[src/rtl/mux32_serial_ctrl.sv]
`default_nettype none
// ============================================================================
// Module   : mux32_serial_ctrl
// Function : Steps an external MUX32 select across a captured word and returns
//            the selected bit as a valid/ready serial stream.
// Revision : 1.0 - initial release
// ============================================================================
module mux32_serial_ctrl #(
   parameter bit LSB_FIRST = 1'b1
) (
   input  logic        clk,
   input  logic        rst_n,
   input  logic [31:0] i_in_data,
   input  logic [4:0]  i_in_len,
   input  logic        i_in_valid,
   output logic        o_in_ready,
   input  logic        i_abort,
   output logic [31:0] o_mux_in,
   output logic [4:0]  o_mux_sel,
   input  logic        i_mux_out,
   output logic        o_ser_bit,
   output logic        o_ser_valid,
   input  logic        i_ser_ready,
   output logic        o_busy,
   output logic        o_done
);

   typedef enum logic [1:0] {
      S_IDLE  = 2'd0,
      S_SHIFT = 2'd1,
      S_DONE  = 2'd2
   } state_t;

   state_t      r_state;
   state_t      w_state_nxt;
   logic [31:0] r_mux_in;
   logic [4:0]  r_mux_sel;
   logic [4:0]  r_len;
   logic [4:0]  r_cnt;

   logic        w_accept;
   logic        w_beat;
   logic        w_last;
   logic [4:0]  w_first_sel;
   logic [4:0]  w_step_sel;

   assign w_accept    = (r_state == S_IDLE) && i_in_valid;
   assign w_beat      = (r_state == S_SHIFT) && i_ser_ready;
   assign w_last      = (r_cnt == r_len);
   assign w_first_sel = LSB_FIRST ? 5'd0 : i_in_len;
   assign w_step_sel  = LSB_FIRST ? (r_mux_sel + 5'd1) : (r_mux_sel - 5'd1);

   always_comb begin
      w_state_nxt = r_state;
      case (r_state)
         S_IDLE: begin
            if (w_accept) w_state_nxt = S_SHIFT;
         end
         S_SHIFT: begin
            if (i_abort)              w_state_nxt = S_IDLE;
            else if (w_beat && w_last) w_state_nxt = S_DONE;
         end
         S_DONE:  w_state_nxt = S_IDLE;
         default: w_state_nxt = S_IDLE;
      endcase
   end

   always_ff @(posedge clk or negedge rst_n) begin
      if (!rst_n) r_state <= S_IDLE;
      else        r_state <= w_state_nxt;
   end

   // The select only advances on a taken beat that is not the last one, so it
   // never wraps past the final bit position.
   always_ff @(posedge clk or negedge rst_n) begin
      if (!rst_n) begin
         r_mux_in  <= 32'd0;
         r_mux_sel <= 5'd0;
         r_len     <= 5'd0;
         r_cnt     <= 5'd0;
      end else if (w_accept) begin
         r_mux_in  <= i_in_data;
         r_mux_sel <= w_first_sel;
         r_len     <= i_in_len;
         r_cnt     <= 5'd0;
      end else if (w_beat && !w_last && !i_abort) begin
         r_mux_sel <= w_step_sel;
         r_cnt     <= r_cnt + 5'd1;
      end
   end

   assign o_in_ready  = (r_state == S_IDLE);
   assign o_ser_valid = (r_state == S_SHIFT);
   assign o_ser_bit   = i_mux_out;
   assign o_busy      = (r_state == S_SHIFT) || (r_state == S_DONE);
   assign o_done      = (r_state == S_DONE);
   assign o_mux_in    = r_mux_in;
   assign o_mux_sel   = r_mux_sel;

endmodule
`default_nettype wire

[config.mk]
export PLATFORM = sky130hd
export DESIGN_NAME = mux32_serial_ctrl
export DESIGN_NICKNAME = d
export VERILOG_FILES = /design/src/rtl/mux32_serial_ctrl.sv
export SDC_FILE = /design/constraint.sdc
export NUM_CORES = 1
export LEC_CHECK = 0
export ABC_AREA = 0
export BUFFER_PORTS_ARGS = -buffer_cell sky130_fd_sc_hd__buf_2
export CORE_ASPECT_RATIO = 1.4
export CORE_UTILIZATION = 45
export DETAILED_ROUTE_END_ITERATION = 10
export GPL_TIMING_DRIVEN = 0
export PLACE_DENSITY_LB_ADDON = 0.05
export SLEW_MARGIN = 30
export SYNTH_ARGS = -nofsm -noshare
export SYNTH_HDL_FRONTEND = slang
export SYNTH_SLANG_ARGS = --single-unit
[constraint.sdc]
create_clock -name clk -period 2.9 [get_ports clk]
set_input_delay 0.29 -clock clk [delete_from_list [all_inputs] [get_ports clk]]
set_output_delay 0.29 -clock clk [all_outputs]
set_load 0.02 [all_outputs]
After elaboration in Yosys (flattened, before gate mapping)
Cells that the tools add are included.
{ "word_totals": {"mem_bits_ro": 0, "wordCells": 31, "out_inout_bits": 42, "reg_bits": 49, "n_memories": 0, "in_bits": 43, "mem_bits_rw": 0, "latchBits": 0} }
{ "op_classes": {"order_cmp": 0, "eq_ne": 5, "bitwise": 0, "n_reduce_logical": 11, "addsub": 2, "n_mux": 8, "n_mul": 0, "div": 0, "shifts": 0} }
{ "op_table": {"columns": ["cell", "count"], "rows": [
  ["2-to-1 mux 5 bit", 4],
  ["adder 5 x 1 -> 5 bit (second input constant)", 2],
  ["2-to-1 mux 2 bit", 3],
  ["== test 5 bit", 1],
  ["logical AND 1 bit", 5],
  ["one-hot mux 2 bit (2 select lines)", 1],
  ["inequality test 3 x 2 -> 1 bit (second input constant)", 1],
  ["== test 2 x 1 -> 1 bit (second input constant)", 1],
  ["== test 2 bit (second input constant)", 1],
  ["logical NOT 1 bit", 2],
  ["logical NOT 2 bit", 1],
  ["inequality test 2 x 1 -> 1 bit (second input constant)", 1],
  ["AND reduction 2 bit", 1],
  ["nonzero test 2 bit", 1],
  ["logical OR 1 bit", 1]
]} }

Depth between registers and ports, before layout
{ "logic_depth": {"word_depth": 6, "depth_mapped": 7, "ltp_nobuf": 6} }

Worst setup path before layout
Ideal clock, no wire load.
{ "synth_timing": {"path_kind": "reg-to-reg", "startpoint": "register r_state[0]", "endpoint": "register r_state[0]", "path_stages_with_launch": 7, "t_required_ns": 2.775, "t_arrival_ns": 1.675, "setup_slack_ns": 1.100, "synth_period_minus_slack_ns": 1.800, "path_buffers": 0, "setup_ns": 0.125, "cell_sequence": "dfrtp_1 > inv_1 > ha_1 > or2b_1 > a21boi_0 > a41oi_2 > mux2_4"} }
{ "synth_between": {"word_cells_on_any_way": 9, "classes_between": "3 x eq/ne; 1 x mux; 5 x reduce/logical"} }
{ "synth_rtl": {"columns": ["item", "line", "rtl"], "rows": [
  ["start, declared", "34", "state_t r_state;"],
  ["start signal, assigned", "70", "else r_state <= w_state_nxt;"],
  ["logical NOT 2 bit *", null, null],
  ["named net o_in_ready", "16", "output logic o_in_ready,"],
  ["logical AND 1 bit", "47", "assign w_accept = (r_state == S_IDLE) && i_in_valid;"],
  ["inequality test 2 x 1 -> 1 bit (no line)", null, null],
  ["AND reduction 2 bit (no line)", null, null]
]} }
The timed path passes the listed nets; every way through them passes the cells marked *.
A chain may end at the register's enable or synchronous reset.

Worst setup path in the final report
{ "layout_timing": {"startpoint": "register r_state[0]", "endpoint": "register r_cnt[1]"} }
{ "layout_between": {"elab_chain_len": 5, "word_cells_on_any_way": 8, "classes_between": "1 x eq/ne; 1 x mux; 6 x reduce/logical"} }
{ "layout_lines": {"columns": ["item", "line", "rtl"], "rows": [
  ["== test 2 x 1 -> 1 bit", "48", "assign w_beat = (r_state == S_SHIFT) && i_ser_ready;"],
  ["logical AND 1 bit", "48", null],
  ["logical AND 1 bit (2 in a row)", "86", "end else if (w_beat && !w_last && !i_abort) begin"],
  ["nonzero test 2 bit (no line)", null, null],
  ["end signal, assigned", "88", "r_cnt <= r_cnt + 5'd1;"],
  ["end, declared", "39", "logic [4:0] r_cnt;"]
]} }
Parallel ways exist; a longest one is shown, timed or not.

==> impl_table.tex <==
\begin{tabular}{lr}
\hline
Metric & Value \\
\hline
\multicolumn{2}{l}{\textbf{Final layout}} \\
Synthesis-to-finish area growth & 27.6\% \\
Final-stage net count & 306 \\
Share of cells above drive strength 1 & 55.0\% \\
Final-layout fill cell count & 422 \\
Share of the core filled with cells & 61.3\% \\
Area of the multi-input gates & 920 um2 \\
Flip-flop and latch area & 1230 um2 \\
Antenna Diode Count & 0 \\
\multicolumn{2}{l}{\textbf{Timing}} \\
Sum Neg Setup Slack & 0 ns \\
Slew Viols, Final & 0 \\
Unrepaired setup endpoints after global routing & false \\
Timing-limited maximum frequency & 541 MHz \\
PnR worst setup slack & 1.05 ns \\
Worst-margin pin slew & 0.604 ns \\
Fraction of the cycle the final worst path needs & 63.7\% \\
Post-route minimum period & 1.85 ns \\
Final-report hold violation count & 10 \\
Final count of negative-setup-slack endpoints & 0 \\
Post-route worst hold slack & -0.00854 ns \\
Worst clock skew & 0.00324 ns \\
Max transition margin & 59.7\% \\
\multicolumn{2}{l}{\textbf{Placement}} \\
Weighted congestion at the end of routability-driven global placement & 0.692 \\
Number of buffers added on ports & 83 \\
Sum of net half-perimeters after detailed placement & 3010 um \\
Post-placement worst setup slack & 1.01 ns \\
\multicolumn{2}{l}{\textbf{Worst hold path}} \\
Worst hold path class & input pin to async pin \\
\multicolumn{2}{l}{\textbf{CTS}} \\
Clock transition at the registers of the reported paths & 0.09 ns \\
Clock sink count & 49 \\
Maximum clock path buffer count & 2 \\
Total of cells resized after clock tree synthesis & 0 \\
Insertion delay to the later sink of the worst-skew pair & 0.29 ns \\
Clock buffer count from CTS & 5 \\
Postcts setup bufs & 0 \\
Hold-fix buffer count after cts & 0 \\
Master cell of the clock root buffer & clkbuf\_8 \\
TritonCTS clock tree & built \\
Maximum level of the CTS H-tree & 2 \\
\multicolumn{2}{l}{\textbf{Power}} \\
PwrDens & 1070 nW/um2 \\
Total leakage power & 1.39 nW \\
Total net switching power & 0.00115 W \\
Fraction of power consumed by combinational cells & 46.3\% \\
Seq pwr share & 37.3\% \\
Clock group share of total power & 16.5\% \\
Pint & 0.00188 W \\
Sw frac & 38.0\% \\
IR Drop Worst-Case VDD & 0.000592 V \\
\multicolumn{2}{l}{\textbf{Synth}} \\
Sequential fraction of the synthesis area & 55.0\% \\
Top cells by area, synth & dfrtp\_1 55\%, mux2\_2 19\%, mux2i\_1 3.6\%, ha\_1 3.4\%, nand2\_1 2.0\% \\
Synthesized net count & 216 \\
Number of distinct standard cells referenced by the synthesized netlist & 28 \\
Number of cells produced by synthesis & 167 \\
Number of synthesized register bits & 49 \\
Count of yosys warnings during synthesis & 0 \\
Cell taking the most area after synthesis & dfrtp\_1 \\
Area share of the largest cell type after synthesis & 55.0\% \\
Post-Synthesis Cell Area & 2230 um2 \\
Mean Syn Cell Area & 13.4 um2 \\
\multicolumn{2}{l}{\textbf{Drt}} \\
WL final & 4100 um \\
Vias/cell & 4.96 \\
Antenna-violating nets left & 0 \\
Starting DRT DRC Count & 51 \\
DRC & 0 \\
Routed length per instance & 12.8 um \\
Number of iterations in the first detailed-routing pass & 4 \\
Total number of vias & 1,586 \\
\multicolumn{2}{l}{\textbf{Global routing}} \\
Total Routing Usage GR & 16.9\% \\
Via count of the first global-routing pass & 1,575 \\
Overflow left after global routing & 0 \\
Number of antenna violations at the first check in global routing & 0 \\
First-pass GRT wire length & 6640 um \\
Pin count of the biggest net entering global routing & 50 \\
\multicolumn{2}{l}{\textbf{Floorplan}} \\
Vert. Die Dim & 85.3 um \\
Die Outline Area & 5240 um2 \\
Area of the core & 4640 um2 \\
Starting density of the core & 48.0\% \\
I/O pin count & 85 \\
Row count & 29 \\
Die width & 61.5 um \\
\multicolumn{2}{l}{\textbf{Setup path}} \\
Worst r2r path cells & 7 \\
Required time of the critical path & 3.12 ns \\
Worst Setup Path Type & flip-flop to flip-flop \\
Worst-path maximum fanout & 10 \\
Nature of the critical path endpoint & flip-flop \\
Critical path, cell by cell & inv\_1, ha\_1, nand2\_1, buf\_2, buf\_2, nand2\_1, mux2i\_1 \\
Critical-path cell with the highest stage delay & dfrtp\_1 \\
Delay of the slowest cell on the worst path & 0.38 ns \\
Setup crit start kind & flip-flop \\
Critical path arrival & 2.07 ns \\
\multicolumn{2}{l}{\textbf{Status}} \\
Status & complete, but fails checks \\
Failing checks & negative hold slack \\
\multicolumn{2}{l}{\textbf{Flow run}} \\
Number of maximum-capacitance violations & 0 \\
\hline
\end{tabular}
-- worst max-delay path, delay by kind of cell, from the launching register on --
family        cells  cell delay [ns]
buf+inv           3             0.67
flops             1             0.38
simple gates      2             0.37
fa+ha+maj         1             0.22
mux               1             0.13
-- cells in the mapped netlist --
cell type,number
nand2b_1,6
nand4_1,5
mux2_4,1
o21ai_0,2
buf_1,1
xnor2_1,4
or2b_1,1
clkbuf_8,1
xnor2_2,1
mux2i_1,8
and2_2,1
buf_6,2
mux2_2,37
o21a_1,2
dfrtp_1,49
a21boi_0,1
a41oi_2,1
nor3_1,4
inv_1,3
nand2_1,12
and3_1,1
buf_4,1
ha_1,6
nand3_1,3
and3b_1,1
a21oi_1,7
a21boi_4,1
buf_2,5
-- cell usage in the layout, fill, tap and decap left out, drive strengths merged, types with 2 or more instances in the layout --
master,count
a21boi,2
a21oi,7
buf,92
clkbuf,7
dfrtp,49
ha,6
inv,3
mux2,38
mux2i,8
nand2,12
nand2b,6
nand3,3
nand4,5
nor3,4
o21a,2
o21ai,2
xnor2,5
-- power groups by stage --
stage	Clock, W	Sequential (W)	Combinational, W
2_1_floorplan	0	0.00144	0.000701
3_5_place_dp	0	0.00115	0.00143
6_report	0.000500	0.00113	0.00141
3_3_place_gp	0	0.00113	0.00141
4_1_cts	0.000518	0.00114	0.00143
5_1_grt	0.000538	0.00117	0.00152
-- final cells by class --
class / count / share of cell area (%)
flip-flops and latches: 49 / 43.1
multi-input cells: 105 / 32.3
repair buffers: 83 / 14.7
clock buffers: 6 / 2.90
well taps: 62 / 2.73
plain buffers: 10 / 2.55
clock inverters: 2 / 1.32
inverters: 3 / 0.396
-- flip-flops by register name, indices dropped and copies added, names as in the netlist --
signal     cells
r_state        2
r_cnt          5
o_mux_sel      5
r_len          5
o_mux_in      32
-- cell families (layout without fill, tap and decap cells) --
| kind of cell | count (synthesis) | count (layout) | synth area share, % |
|---|---|---|---|
| AO/OA/AOI/OAI | 14 | 14 | 4.60 |
| AND/OR/NAND/NOR | 34 | 34 | 8.03 |
| multiplexers | 46 | 46 | 23.0 |
| flip-flops | 49 | 49 | 55.0 |
| XOR/XNOR | 5 | 5 | 2.30 |
| adder cells (fa/ha/maj) | 6 | 6 | 3.37 |
| buffers and inverters | 13 | 104 | 3.76 |
-- worst paths after layout --
kind	from	slack, ns	to
worst min register to register	o_mux_in[30]	0.51	o_mux_in[30]
worst min-delay path	rst_n	-0.009	r_state[1]
min in group clk	i_in_data[12]	0.22	o_mux_in[12]
max in group asynchronous	rst_n	2.49	r_cnt[3]
worst max register to register	r_state[0]	1.05	r_cnt[1]
worst max-delay path	r_state[0]	1.05	r_cnt[1]
-- per-stage QoR --
| step | area, um2 | cells | total power [W] |
|---|---|---|---|
| after global placement | 2720 | 312 | 0.00254 |
| after detailed placement | 2730 | 312 | 0.00257 |
| after floorplan | 2230 | 167 | 0.00214 |
| final | 2850 | 320 | 0.00304 |
| after global routing | 2850 | 320 | 0.00323 |
| after CTS | 2850 | 320 | 0.00308 |
-- layer usage --
| layer | wire length [um] | vias to the layer above | GRT usage, % |
|---|---|---|---|
| met5 | 0 | - | 0 |
| met3 | 213 | 6 | 4.42 |
| met4 | 57 | 0 | 5.45 |
| li1 | - | 757 | - |
| met1 | 1680 | 775 | 19.0 |
| met2 | 2150 | 48 | 30.0 |
No activity file was read; power rests on OpenSTA's default activity.
